### src/rtl/pipe_hazard_ctrl_pkg.sv
// Shared types and constants for the pipeline stall/flush sequencer.
// Holds the sequencer state encoding, the register-index width and the NOP encoding.
package pipe_hazard_ctrl_pkg;

  typedef enum logic [1:0] {
    ST_RUN      = 2'd0,
    ST_MEM_WAIT = 2'd1,
    ST_ERR      = 2'd2
  } state_e;

  localparam int REG_IDX_W = 5;

  // addi x0, x0, 0 -- what a bubble in ID/EX decodes as
  localparam logic [31:0] NOP_INSTR = 32'h0000_0013;

endpackage

### src/rtl/pipe_hazard_ctrl_sat_counter.sv
// Saturating up-counter with synchronous clear; holds at all-ones once reached.
module sat_counter #(
  parameter int CNT_W = 32
) (
  input  logic             clk_i,
  input  logic             clr_i,
  input  logic             inc_i,
  output logic [CNT_W-1:0] cnt_o
);

  logic [CNT_W-1:0] cnt_q, cnt_d;

  always_comb begin
    cnt_d = cnt_q;
    if (inc_i && (cnt_q != '1)) cnt_d = cnt_q + 1'b1;
  end

  always_ff @(posedge clk_i) begin
    if (clr_i) cnt_q <= '0;
    else       cnt_q <= cnt_d;
  end

  assign cnt_o = cnt_q;

endmodule

### src/rtl/pipe_hazard_ctrl.sv
// Central stall/flush sequencer: fixed-priority resolution of memory waits, load-use
// hazards and taken-branch flushes, with a memory-wait watchdog and saturating perf counters.
module pipe_hazard_ctrl
  import pipe_hazard_ctrl_pkg::*;
#(
  parameter int TIMEOUT = 64,
  parameter int CNT_W   = 32
) (
  input  logic                 clk_i,
  input  logic                 rst_i,
  input  logic                 IDEX_MemRead_i,
  input  logic [REG_IDX_W-1:0] IDEX_Rd_i,
  input  logic [REG_IDX_W-1:0] IFID_Rs1_i,
  input  logic [REG_IDX_W-1:0] IFID_Rs2_i,
  input  logic                 Branch_taken_i,
  input  logic                 dmem_req_i,
  input  logic                 dmem_ack_i,
  output logic                 PC_Write_o,
  output logic                 IFID_Write_o,
  output logic                 IFID_Flush_o,
  output logic                 IDEX_Bubble_o,
  output logic                 mem_stall_o,
  output logic                 err_o,
  output logic [CNT_W-1:0]     stall_cnt_o,
  output logic [CNT_W-1:0]     flush_cnt_o
);

  localparam int WAIT_W = $clog2(TIMEOUT + 1);
  localparam logic [WAIT_W-1:0] WAIT_LAST = WAIT_W'(TIMEOUT - 1);

  state_e            state_q, state_d;
  logic [WAIT_W-1:0] wait_cnt_q, wait_cnt_d;
  logic              mem_stall, load_use;
  logic [CNT_W-1:0]  stall_cnt, flush_cnt;

  assign mem_stall = ((state_q == ST_RUN) && dmem_req_i && !dmem_ack_i) ||
                     ((state_q == ST_MEM_WAIT) && !dmem_ack_i);

  assign load_use = IDEX_MemRead_i && (IDEX_Rd_i != '0) &&
                    ((IDEX_Rd_i == IFID_Rs1_i) || (IDEX_Rd_i == IFID_Rs2_i));

  // Output decode, highest priority first: ERR, mem stall, load-use, branch, normal
  always_comb begin
    PC_Write_o    = 1'b0;
    IFID_Write_o  = 1'b0;
    IFID_Flush_o  = 1'b0;
    IDEX_Bubble_o = 1'b0;
    mem_stall_o   = 1'b0;
    err_o         = 1'b0;
    if (!rst_i) begin
      if (state_q == ST_ERR) begin
        mem_stall_o = 1'b1;
        err_o       = 1'b1;
      end else if (mem_stall) begin
        mem_stall_o = 1'b1;
      end else if (load_use) begin
        IDEX_Bubble_o = 1'b1;
      end else begin
        PC_Write_o   = 1'b1;
        IFID_Write_o = 1'b1;
        IFID_Flush_o = Branch_taken_i;
      end
    end
  end

  always_comb begin
    state_d    = state_q;
    wait_cnt_d = wait_cnt_q;
    case (state_q)
      ST_RUN: begin
        if (mem_stall) begin
          state_d    = ST_MEM_WAIT;
          wait_cnt_d = WAIT_W'(1);
        end
      end
      ST_MEM_WAIT: begin
        if (dmem_ack_i) begin
          state_d    = ST_RUN;
          wait_cnt_d = '0;
        end else if (wait_cnt_q == WAIT_LAST) begin
          state_d = ST_ERR;
        end else begin
          wait_cnt_d = wait_cnt_q + 1'b1;
        end
      end
      ST_ERR:  state_d = ST_ERR;
      default: state_d = ST_RUN;
    endcase
  end

  always_ff @(posedge clk_i) begin
    if (rst_i) begin
      state_q    <= ST_RUN;
      wait_cnt_q <= '0;
    end else begin
      state_q    <= state_d;
      wait_cnt_q <= wait_cnt_d;
    end
  end

  sat_counter #(.CNT_W(CNT_W)) u_stall_cnt (
    .clk_i (clk_i),
    .clr_i (rst_i),
    .inc_i (mem_stall_o | IDEX_Bubble_o),
    .cnt_o (stall_cnt)
  );

  sat_counter #(.CNT_W(CNT_W)) u_flush_cnt (
    .clk_i (clk_i),
    .clr_i (rst_i),
    .inc_i (IFID_Flush_o),
    .cnt_o (flush_cnt)
  );

  assign stall_cnt_o = rst_i ? '0 : stall_cnt;
  assign flush_cnt_o = rst_i ? '0 : flush_cnt;

endmodule

### config.mk
export PLATFORM = sky130hd
export DESIGN_NAME = pipe_hazard_ctrl
export DESIGN_NICKNAME = d
export VERILOG_FILES = /design/src/rtl/pipe_hazard_ctrl_pkg.sv /design/src/rtl/pipe_hazard_ctrl_sat_counter.sv /design/src/rtl/pipe_hazard_ctrl.sv
export SDC_FILE = /design/constraint.sdc
export NUM_CORES = 1
export LEC_CHECK = 0
export BUFFER_PORTS_ARGS = -buffer_cell sky130_fd_sc_hd__buf_2
export CAP_MARGIN = 20
export CORE_ASPECT_RATIO = 1.2
export CORE_MARGIN = 2
export CORE_UTILIZATION = 59
export DETAILED_ROUTE_END_ITERATION = 7
export PLACE_DENSITY = 0.95
export SYNTH_ARGS = -nofsm -noshare
export SYNTH_HDL_FRONTEND = slang
export SYNTH_SLANG_ARGS = --single-unit
### constraint.sdc
create_clock -name clk_i -period 3.22 [get_ports clk_i]
set_input_delay 0.322 -clock clk_i [delete_from_list [all_inputs] [get_ports clk_i]]
set_output_delay 0.322 -clock clk_i [all_outputs]
set_load 0.02 [all_outputs]
### Yosys cells after proc, flatten, opt, wreduce, memory -nomap -nowiden

Index checks and enable logic that the tools add are counted.
Widths: inputs -> output; s select.

| cells by class | value |
|---|---|
| equality and inequality tests | 10 |
| $add $sub $neg | 3 |
| reductions and logical operators | 15 |
| multiplexer cells | 27 |
| bitwise gates (word level) | 1 |

Operators with widths:

| operator | count |
|---|---|
| $add 32x1->32 const B | 2 |
| $mux 32 | 2 |
| $ne 32x32->1 const B | 2 |
| $mux 7 | 3 |
| $mux 1 | 17 |
| $pmux 7 s2 | 1 |
| $eq 5x5->1 | 2 |
| $add 7x1->7 const B | 1 |
| $eq 7x6->1 const B | 1 |
| $logic_and 1x1->1 | 7 |
| $mux 2 | 3 |
| $pmux 2 s3 | 1 |
| $reduce_bool 5->1 | 1 |
| $ne 3x2->1 const B | 1 |
| $ne 3x3->1 const B | 1 |
| $reduce_and 3->1 | 1 |
| $eq 2x1->1 const B | 1 |
| $eq 2x2->1 const B | 1 |
| $logic_not 2->1 | 1 |
| $logic_or 1x1->1 | 2 |
| $ne 2x2->1 const B | 1 |
| $reduce_and 2->1 | 1 |
| $reduce_bool 2->1 | 1 |
| $logic_not 1->1 | 1 |
| $or 1x1->1 | 1 |

| storage, ports and cells | value |
|---|---|
| bits in registers | 73 |
| input port bits | 21 |
| output and inout bits | 70 |

### Depth between registers and ports, before layout

Gate-level depths: netlist of run 1.

| logic depth | value |
|---|---|
| depth after elaboration | 9 |
| depth in mapped cells | 9 |

### Modules after synthesis

From an unflattened synthesis of run 1, not the netlist that was laid out.

| unflattened totals | value |
|---|---|
| cells, all modules | 547 |
| area total of the unflattened synthesis | 4,440.5 µm² |

Modules (own cells, without submodules):

| module | sequential area each (µm²) | area an instance (µm²) | cells an instance | instances |
|---|---|---|---|---|
| sat_counter | 640.6 | 1,674.1 | 199 | 2 |
| pipe_hazard_ctrl | 180.2 | 1,092.3 | 149 | 1 |

### Least setup slack after synthesis of run 1

No wires, ideal clock.

| path | value |
|---|---|
| path type | reg-to-reg |
| start | register u_stall_cnt.cnt_q[0] (netlist: u_stall_cnt.cnt_o[0]) |
| end | register u_stall_cnt.cnt_q[10] (netlist: u_stall_cnt.cnt_o[10]) |
| stages on the path, launching flop included | 10 |
| path buffers | 3 |
| clock period less this slack | 2.158 ns |
| path slack | 1.062 ns |
| required time | 3.099 ns |
| data arrival time | 2.038 ns |
| setup time | 0.121 ns |
| cell sequence | dfxtp_1 ha_1 and4_1 clkbuf_2 and3_4 a31o_1 buf_4 buf_4 nor3_1 mux2_2 |

| between the ends | value |
|---|---|
| cells in the longest elaborated chain, start to end | 2 |
| elaborated cells between the ends (all ways) | 3 |
| those cells by class | 1 x add/sub; 1 x eq/ne; 1 x reduce/logical |

Ends and longest elaborated chain:

| what | RTL line | source |
|---|---|---|
| from (decl) | pipe_hazard_ctrl_sat_counter.sv:11 | `logic [CNT_W-1:0] cnt_q, cnt_d;` |
| from (signal assigned) | pipe_hazard_ctrl_sat_counter.sv:20 | `else cnt_q <= cnt_d;` |
| branches (longest 2 deep; another with $add 32x1->32) | n/a |  |

Several ways; the timed one is not identified.
A chain may end at the register's enable or synchronous reset.

### Final worst setup path of run 1

| path | value |
|---|---|
| start | register u_stall_cnt.cnt_q[9] (netlist: u_stall_cnt.cnt_o[9]) |
| end | register u_stall_cnt.cnt_q[20] (netlist: u_stall_cnt.cnt_o[20]) |

Same word-level chain as after synthesis.

==> results.cfg, run 1 <==
[setup_path]
crit_buf_inv = 1
cpMaxStageDelayCell = nor4_4
cp_max_fo = 15
crit_end = u_stall_cnt.cnt_o[20]
slowest_delay_ns = 0.44
cp_top_family = simple AND/OR/NAND/NOR gates
critPathArrivalTime_ns = 2.80
required_ns = 3.45
crit_type = flop to flop
r2r_start = u_stall_cnt.cnt_o[9]
rr_worst_depth = 7
crit_start = u_stall_cnt.cnt_o[9]
reg2reg_to = u_stall_cnt.cnt_o[20]
crit_chain = nand4_1 > nor4_4 > and3_4 > a31o_1 > buf_4 > nor3_1 > mux2_2
reg2reg_slack_ns = 0.66
end_kind = flop
cp.depth = 7
cp-start-kind = flop

[pwr]
vdd_ir_drop_max_v = 0.0002457
p_sw_mw = 0.4338
powerDensity_nw_per_um2 = 356.6
p_comb_frac = 0.083
p_int_mw = 1.333
p_clk_frac = 0.400
netSwitchingFraction = 0.2455
share_seq_of_total_power = 0.517
p_leak_nw = 2.072

[timing]
fmax_mhz = 390.1
worst_slew_pin_slew_ns = 0.8109
final_hold_viol_count = 0
maxSlewViolCount = 0
grt_setup_unrepaired = no
fin_crit_ns = 2.563
setup_violations = 0
finalSetupTns_ns = 0
period_share = 0.7960
hold_ws_ns = 0.3797
setup_slack_ns = 0.6568
fin_skew_ns = 0.008853
relSlewSlack = 0.4557

[finish]
areaGrowthSynthToFinish_pct = 15.45
fin_util = 0.6933
drive_above_1_share = 0.2761
fin_area_sq_um = 4955
final_nets = 631
diodes = 0

[cts]
cts_resized = 0
clk_pin_slew_ns = 0.07
postCtsSetupBuffers = 0
hold_buffers = 0
clock_sinks = 73
clockBufferDepth = 2
clkLatencyLatePin_ns = 0.35
numCtsBuffers = 9
root_buffer = clkbuf_8
cts_tree = yes
htreeDepth = 3

[floorplanning]
die_y_um = 97.43
die_width_um = 81.86
io_pins = 91
die_area_sq_um = 7975
start_util = 0.6005
rows = 34
fp.coreArea_sq_um = 7147

[yosys]
synth_common_cells = nor2_1, dfxtp_1, mux2_2
synth_cell_types = 50
synth_seq_cells = 73
netlist_area_sq_um = 4292
synth_nets = 554
synth_top_area_share = 0.3405
synth_area_leaders = dfxtp_1, mux2_2, nor2b_1
async_flop_share = 0
synth_edf_count = 0
ys.warnings.count = 0
avgSynthCellArea_sq_um = 8.097
synthFlopType = dfxtp_1
seq_area_frac_synth = 0.3405
synthCells = 530
yosysTopAreaCell = dfxtp_1
synth.most_common_cell = nor2_1

[worst_hold_path]
hold_path.class = input port to flop

[global_routing]
grt-ovfl-total = 0
grt_max_degree = 66
grt_pass1_wl_um = 17120
antenna_found_initial = 0
grt_pass1_vias = 3960
grtUsageTotal = 0.2677

[detailed_routing]
first_pass_iters = 5
via_per_inst = 6.041
ant_nets = 0
routed-via-count = 4241
drc_errors = 0
wl_per_cell_um = 15.23
drtIter0Drc = 227
totalWireLength_um = 10690

[run]
max_cap_viol_count = 0

[placement]
place_ws_ns = 0.6803
gp_congestion = 0.8436
numPortBuffers = 90
placed_area_sq_um = 4766
hpwl_um = 7666

[status]
status = finished, final reports clean
==> cell type report <==
type / count / area [sq um]
clock buffers: 13 / 148.9
fillers: 570 / 2192
inverters: 22 / 82.58
clock inverters: 3 / 40.04
multi-input cells: 405 / 2611
repair buffers: 96 / 498.0
well taps: 90 / 112.6
flip-flops and latches: 73 / 1461
==> worst reg2reg max path, cell delays in order (launching register included) <==
cell,delay (ns)
dfxtp_1,0.41
nand4_1,0.20
nor4_4,0.44
and3_4,0.28
a31o_1,0.44
buf_4,0.30
nor3_1,0.09
mux2_2,0.30
==> kinds of logic after synthesis <==
family | Yosys count | share of synthesized area
AND/OR/NAND/NOR | 289 | 0.3627
AO/OA/AOI/OAI | 48 | 0.07464
multiplexers | 51 | 0.1338
adder cells (fa/ha/maj) | 3 | 0.008747
buffers and inverters | 52 | 0.05102
XOR/XNOR | 14 | 0.02857
flip-flops | 73 | 0.3405
==> flip-flops by register name (all words and copies together), names as in the netlist <==
name and flops:
u_flush_cnt.cnt_o 32, u_stall_cnt.cnt_o 32, wait_cnt_q 7, state_q 2
==> power groups by stage <==
stage	Combinational, mW	Clock (mW)	Sequential (mW)
after floorplan	0.101	0	0.932
after global placement	0.138	0	0.933
after detailed placement	0.145	0	0.934
after CTS	0.146	0.711	0.913
after global routing	0.161	0.743	0.914
final	0.147	0.706	0.914
==> routing by layer <==
metal	global-route usage	share of wire
met5	0	0
met4	0.1397	0.030
met3	0.03439	0.061
met2	0.4615	0.52
met1	0.3140	0.39
==> cell usage in the layout (no fill, tap or decap), types with 2 or more instances in the layout <==
| master | n |
|---|---|
| a211oi_1 | 3 |
| a21oi_1 | 15 |
| and3_1 | 9 |
| and4_1 | 10 |
| buf_2 | 89 |
| buf_4 | 7 |
| clkbuf_1 | 3 |
| clkbuf_8 | 10 |
| clkinv_2 | 2 |
| dfxtp_1 | 73 |
| ha_1 | 3 |
| inv_1 | 22 |
| mux2_2 | 50 |
| nand2_1 | 28 |
| nand2b_1 | 3 |
| nand3_1 | 36 |
| nand4_1 | 12 |
| nor2_1 | 77 |
| nor2b_1 | 49 |
| nor3_1 | 29 |
| nor3b_1 | 3 |
| nor4_1 | 9 |
| o21ai_0 | 12 |
| o31ai_1 | 6 |
| or3_1 | 8 |
| or4_1 | 6 |
| or4b_1 | 2 |
| xor2_1 | 13 |
==> worst min path at each step <==
stage / slack [ns] / to / depth (start not counted) / start
6_report: 0.38 / state_q[1] / 4 / dmem_ack_i
4_1_cts: 0.37 / state_q[1] / 4 / dmem_ack_i
5_1_grt: 0.40 / state_q[1] / 4 / dmem_ack_i
3_5_place_dp: 0.43 / wait_cnt_q[6] / 2 / wait_cnt_q[6]
2_1_floorplan: 0.41 / wait_cnt_q[6] / 2 / wait_cnt_q[6]
3_3_place_gp: 0.42 / wait_cnt_q[6] / 2 / wait_cnt_q[6]
==> through the flow <==
stage	cells	power, mW
after global placement	686	1.071
after detailed placement	686	1.079
final	702	1.767
after global routing	702	1.818
after floorplan	530	1.033
after CTS	702	1.770
(Power assumes the default switching activity.)
==> inputs of run 2 (changes only) <==
Settings changed: ABC_AREA from default to 1, CORE_UTILIZATION 59 to 57, PLACE_DENSITY 0.95 to 0.92.
Clock period 3.22 ns to 2.4 ns, I/O delays scaled along.
==> run 2 against run 1 <==
  * Critical path type is now flop to output port
  * Clock-buffer cell count decreased by 2
  * Critical endpoint is now PC_Write_o
  * Setup slack got worse by 0.47 ns
  * Clock skew about the same
  * Total power increased by 32%
==> results.cfg, run 2 <==
[yosys]
synth.most_common_cell = nand2_1
yosysTopAreaCell = dfxtp_1
avgSynthCellArea_sq_um = 5.710
synth_nets = 947
netlist_area_sq_um = 5270
synth_seq_cells = 73
synth_top_area_share = 0.2773
seq_area_frac_synth = 0.2773
synth_edf_count = 0
synth_common_cells = nand2_1, nor2_1, inv_1
async_flop_share = 0
ys.warnings.count = 0
synth_cell_types = 29
synth_area_leaders = dfxtp_1, nand2_1, nor2_1
synthFlopType = dfxtp_1
synthCells = 923

[placement]
gp_congestion = 1.059
numPortBuffers = 90
placed_area_sq_um = 5804
dp.cells = 1111
hpwl_um = 10700

[pwr]
p_int_mw = 1.700
design_power_total_mw = 2.330
p_leak_nw = 2.469
p_clk_frac = 0.377
powerDensity_nw_per_um2 = 390.1
netSwitchingFraction = 0.2703
vdd_ir_drop_max_v = 0.0002914
p_sw_mw = 0.6297
share_seq_of_total_power = 0.527
p_comb_frac = 0.096

[setup_path]
crit_start = state_q[1]
slowest_delay_ns = 0.38
cp_max_fo = 31
crit_end = PC_Write_o
reg2reg_slack_ns = 0.21
required_ns = 2.16
end_kind = output port
r2r_start = u_stall_cnt.cnt_o[0]
rr_worst_depth = 14
crit_type = flop to output port
reg2reg_to = u_stall_cnt.cnt_o[2]
critPathArrivalTime_ns = 1.98
cp-start-kind = flop
crit_chain = nor2_1 > o21ai_2 > nand2_1 > nor2_2 > inv_1 > a21oi_2 > buf_4 > buf_2
cpMaxStageDelayCell = dfxtp_1

[run]
max_cap_viol_count = 0

[cts]
cts_tree = yes
clkLatencyLatePin_ns = 0.35
clock_sinks = 73
cts_resized = 0
hold_buffers = 0
clockBufferDepth = 2
clk_pin_slew_ns = 0.08
numCtsBuffers = 9
postCtsSetupBuffers = 0
htreeDepth = 3
root_buffer = clkbuf_8

[finish]
final_cells = 1125
areaGrowthSynthToFinish_pct = 13.34
final_common_cell = nand2_1
seq_area_sq_um = 1461
final_cell_mix = nand2_1, nor2_1, inv_1, buf_2, nand3_1
multiInputGateArea_sq_um = 3228
fin_util = 0.6612
fillers = 836
diodes = 0
final_nets = 1026
drive_above_1_share = 0.1383
fin_area_sq_um = 5973

[detailed_routing]
drc_errors = 0
first_pass_iters = 4
totalWireLength_um = 14220
via_per_inst = 5.302
ant_nets = 0
wl_per_cell_um = 12.64
drtIter0Drc = 461
routed-via-count = 5965

[global_routing]
grtUsageTotal = 0.2863
grt_pass1_wl_um = 23400
grt_pass1_vias = 5317
grt-ovfl-total = 0
antenna_found_initial = 0
grt_max_degree = 39

[floorplanning]
rows = 38
start_util = 0.5834
die_y_um = 109.3
io_pins = 91
fp.coreArea_sq_um = 9034
die_area_sq_um = 10030
die_width_um = 91.78

[timing]
grt_setup_unrepaired = no
setup_violations = 0
period_share = 0.9239
fin_crit_ns = 2.217
maxSlewViolCount = 0
relSlewSlack = 0.5734
finalSetupTns_ns = 0
fmax_mhz = 451.0
fin_skew_ns = 0.008707
final_hold_viol_count = 0
worst_slew_pin_slew_ns = 0.6350

[worst_hold_path]
hold_path.class = input port to flop

[status]
status = finished, final reports clean
[run 2: cell count changes after synthesis, moves of 22 or more]
| cell | delta |
|---|---|
| inv_1 | +80 |
| mux2_2 | -50 |
| nand4_1 | +22 |
| nor2b_1 | -49 |
| nand3_1 | +38 |
| nand2_1 | +246 |
| a21oi_1 | +48 |
| nor2_1 | +101 |
[run 2: worst min path at each step]
stage	endpoint	cells after the start	slack [ns]	start
2_1_floorplan	u_flush_cnt.cnt_o[1]	3	0.44	rst_i
3_3_place_gp	u_stall_cnt.cnt_o[25]	2	0.47	u_stall_cnt.cnt_o[25]
3_5_place_dp	u_stall_cnt.cnt_o[25]	2	0.48	u_stall_cnt.cnt_o[25]
4_1_cts	u_stall_cnt.cnt_o[9]	2	0.26	rst_i
5_1_grt	u_stall_cnt.cnt_o[11]	2	0.26	rst_i
6_report	u_stall_cnt.cnt_o[15]	2	0.27	rst_i
[run 2: cell type report]
| cell class | instances | area share |
|---|---|---|
| Tap cell | 120 | 0.02514 |
| Sequential cell | 73 | 0.2447 |
| Clock buffer | 11 | 0.02535 |
| Multi-Input combinational cell | 706 | 0.5404 |
| Clock inverter | 3 | 0.002933 |
| Timing Repair Buffer | 104 | 0.09342 |
| Inverter | 108 | 0.06808 |
[run 2: metal layers]
layer / global-route usage / part of all wire / up-vias
li1: - / - / 3051
met1: 0.3330 / 0.41 / 2599
met2: 0.5089 / 0.48 / 269
met3: 0.05072 / 0.072 / 46
met4: 0.1429 / 0.038 / 0
met5: 0 / 0 / -
[run 2: kinds of logic (layout without fill, tap and decap cells)]
kind of cell | Yosys count | count (layout) | synth area share
simple gates | 592 | 592 | 0.4696
buf+inv | 144 | 226 | 0.1109
compound gates | 74 | 74 | 0.07360
flops | 73 | 73 | 0.2773
xor+xnor | 37 | 37 | 0.06149
fa+ha+maj | 3 | 3 | 0.007123
[run 2: critical path, delay by kind of cell, from the launching register on]
family	cells	cell delay (ns)
AOI/OAI and AO/OA	2	0.19
buffers and inverters	3	0.63
DFF	1	0.38
and+or+nand+nor	3	0.41
[run 2: power groups by stage]
stage               logic, mW  registers (mW)  clock network (mW)
floorplan               0.159            1.25                   0
global placement        0.217            1.25                   0
detailed placement      0.220            1.26                   0
CTS                     0.221            1.23               0.881
global route            0.249            1.23               0.934
finish                  0.224            1.23               0.878
[run 2: metrics by stage]
stage	hold slack [ns]	setup WS (ns)
floorplan	0.4393	0.5698
finish	0.2718	0.1827
CTS	0.2590	0.1964
global placement	0.4685	0.3655
global route	0.2623	0.05793
detailed placement	0.4760	0.2752
==> inputs of run 3 (changes only) <==
Settings changed: ABC_AREA 1 to default, CORE_UTILIZATION 57 to 55, PLACE_DENSITY 0.92 to 0.91.
==> run 3 against run 2 <==
  * Sequential share of layout area rose by 4.0 points
  * Setup slack got worse by 0.085 ns
  * Flip-flop and latch count did not move
  * Maximum frequency down 3.7%
  * Clock power is 49% higher
  * Highest routed layer unchanged
  * Worst hold slack gained 0.014 ns
  * Utilization is 1.3 points higher
==> results.cfg, run 3 (synthesized netlist as in run 1, its figures left out) <==
[pwr]
vdd_ir_drop_max_v = 0.0003874
design_power_total_mw = 2.744
p_leak_nw = 2.167
powerDensity_nw_per_um2 = 533.8

[finish]
areaGrowthSynthToFinish_pct = 19.77
diodes = 0
final_common_cell = buf_2
fillers = 616
final_nets = 642
drive_above_1_share = 0.3002
final_cell_mix = buf_2, nor2_1, dfxtp_1, mux2_2, nor2b_1

[setup_path]
required_ns = 2.64
r2r_start = u_stall_cnt.cnt_o[25]
cp_max_fo = 16
critPathArrivalTime_ns = 2.55
end_kind = flop
reg2reg_slack_ns = 0.1
rr_worst_depth = 7
crit_type = flop to flop
reg2reg_to = u_stall_cnt.cnt_o[9]
cp-start-kind = flop

[floorplanning]
start_util = 0.5632
die_width_um = 84.64
rows = 35
die_area_sq_um = 8528
die_y_um = 100.8
io_pins = 91
fp.coreArea_sq_um = 7620

[global_routing]
grt_max_degree = 58
grtUsageTotal = 0.2491
grt_pass1_vias = 3911
grt-ovfl-total = 0
antenna_found_initial = 0
grt_pass1_wl_um = 17410

[detailed_routing]
routed-via-count = 4197
wl_per_cell_um = 15.22
totalWireLength_um = 10880
first_pass_iters = 5
via_per_inst = 5.870
drtIter0Drc = 344
drc_errors = 0
ant_nets = 0

[status]
status = finished, final reports clean

[timing]
fin_skew_ns = 0.01567
maxSlewViolCount = 0
finalSetupTns_ns = 0
fin_crit_ns = 2.302
worst_slew_pin_slew_ns = 0.6478
period_share = 0.9593
final_hold_viol_count = 0
fmax_mhz = 434.3
relSlewSlack = 0.5661
grt_setup_unrepaired = no
setup_violations = 0

[cts]
clock_sinks = 73
clockBufferDepth = 2
htreeDepth = 3
clk_pin_slew_ns = 0.07
clkLatencyLatePin_ns = 0.36
root_buffer = clkbuf_8
numCtsBuffers = 9
cts_resized = 0
hold_buffers = 0
postCtsSetupBuffers = 0
cts_tree = yes

[worst_hold_path]
min_from = rst_i
min_to = u_stall_cnt.cnt_o[29]
hold_path.class = input port to flop
min_path_cells = 2

[placement]
numPortBuffers = 90
hpwl_um = 7749
gp_congestion = 0.8494

[run]
max_cap_viol_count = 0
run 3: cell count changes in the layout (fill, tap and decap cells not counted), moves of 38 or more:
cell,change
mux2_2,+50
a21oi_1,-48
inv_1,-80
nor2_1,-101
nor2b_1,+49
nand2_1,-246
nand3_1,-38
run 3: where the power goes:
part	switching, mW	internal (mW)
Clock	0.459	0.851
Sequential	0.00899	1.22
Combinational	0.135	0.0731
Total	0.602	2.14
run 3: layer usage:
layer / vias up / routed length (um) / track usage / share of wire
li1: 2035 / - / - / -
met2: 182 / 5554 / 0.4482 / 0.51
met3: 31 / 721 / 0.05733 / 0.066
met1: 1949 / 4316 / 0.2806 / 0.40
met4: 0 / 290 / 0.1087 / 0.027
met5: - / 0 / 0 / 0
run 3: how the worst max path moves through the flow:
stage	from	endpoint	slack (ns)	cells after the start
2_1_floorplan	u_stall_cnt.cnt_o[0]	u_stall_cnt.cnt_o[10]	0.24	9
3_3_place_gp	IDEX_Rd_i[1]	u_stall_cnt.cnt_o[22]	0.16	7
3_5_place_dp	IDEX_Rd_i[3]	u_stall_cnt.cnt_o[28]	0.12	7
4_1_cts	u_stall_cnt.cnt_o[9]	u_stall_cnt.cnt_o[29]	0.08	6
5_1_grt	u_stall_cnt.cnt_o[25]	u_stall_cnt.cnt_o[9]	0.007	7
6_report	u_stall_cnt.cnt_o[25]	u_stall_cnt.cnt_o[9]	0.1	7
run 3: per-stage QoR:
stage / util / setup WS (ns) / hold WS (ns) / instances / instance area (sq um)
floorplan: - / 0.2415 / 0.4103 / 530 / 4292
global placement: 0.6366 / 0.1644 / 0.4183 / 699 / 4851
detailed placement: 0.6366 / 0.1188 / 0.4389 / 699 / 4851
CTS: 0.6729 / 0.07804 / 0.2910 / 715 / 5127
global route: 0.6745 / 0.007343 / 0.3085 / 715 / 5140
finish: 0.6745 / 0.09765 / 0.2862 / 715 / 5140
run 3: final cells by class:
type                    instances  area (sq um)  share of cell area
clock buffers                  11         151.4             0.02945
clock inverters                 5         125.1             0.02434
inverters                      22         82.58             0.01607
multi-input cells             405          2624              0.5105
flip-flops and latches         73          1461              0.2843
well taps                      92         115.1             0.02240
repair buffers                107         580.6              0.1130
run 3: worst max-delay path: stages (launching register included):
cell	delay [ns]
dfxtp_1	0.36
and3_1	0.22
and3_1	0.22
and3_1	0.25
a31o_1	0.25
buf_4	0.19
nor4_1	0.33
mux2_2	0.37
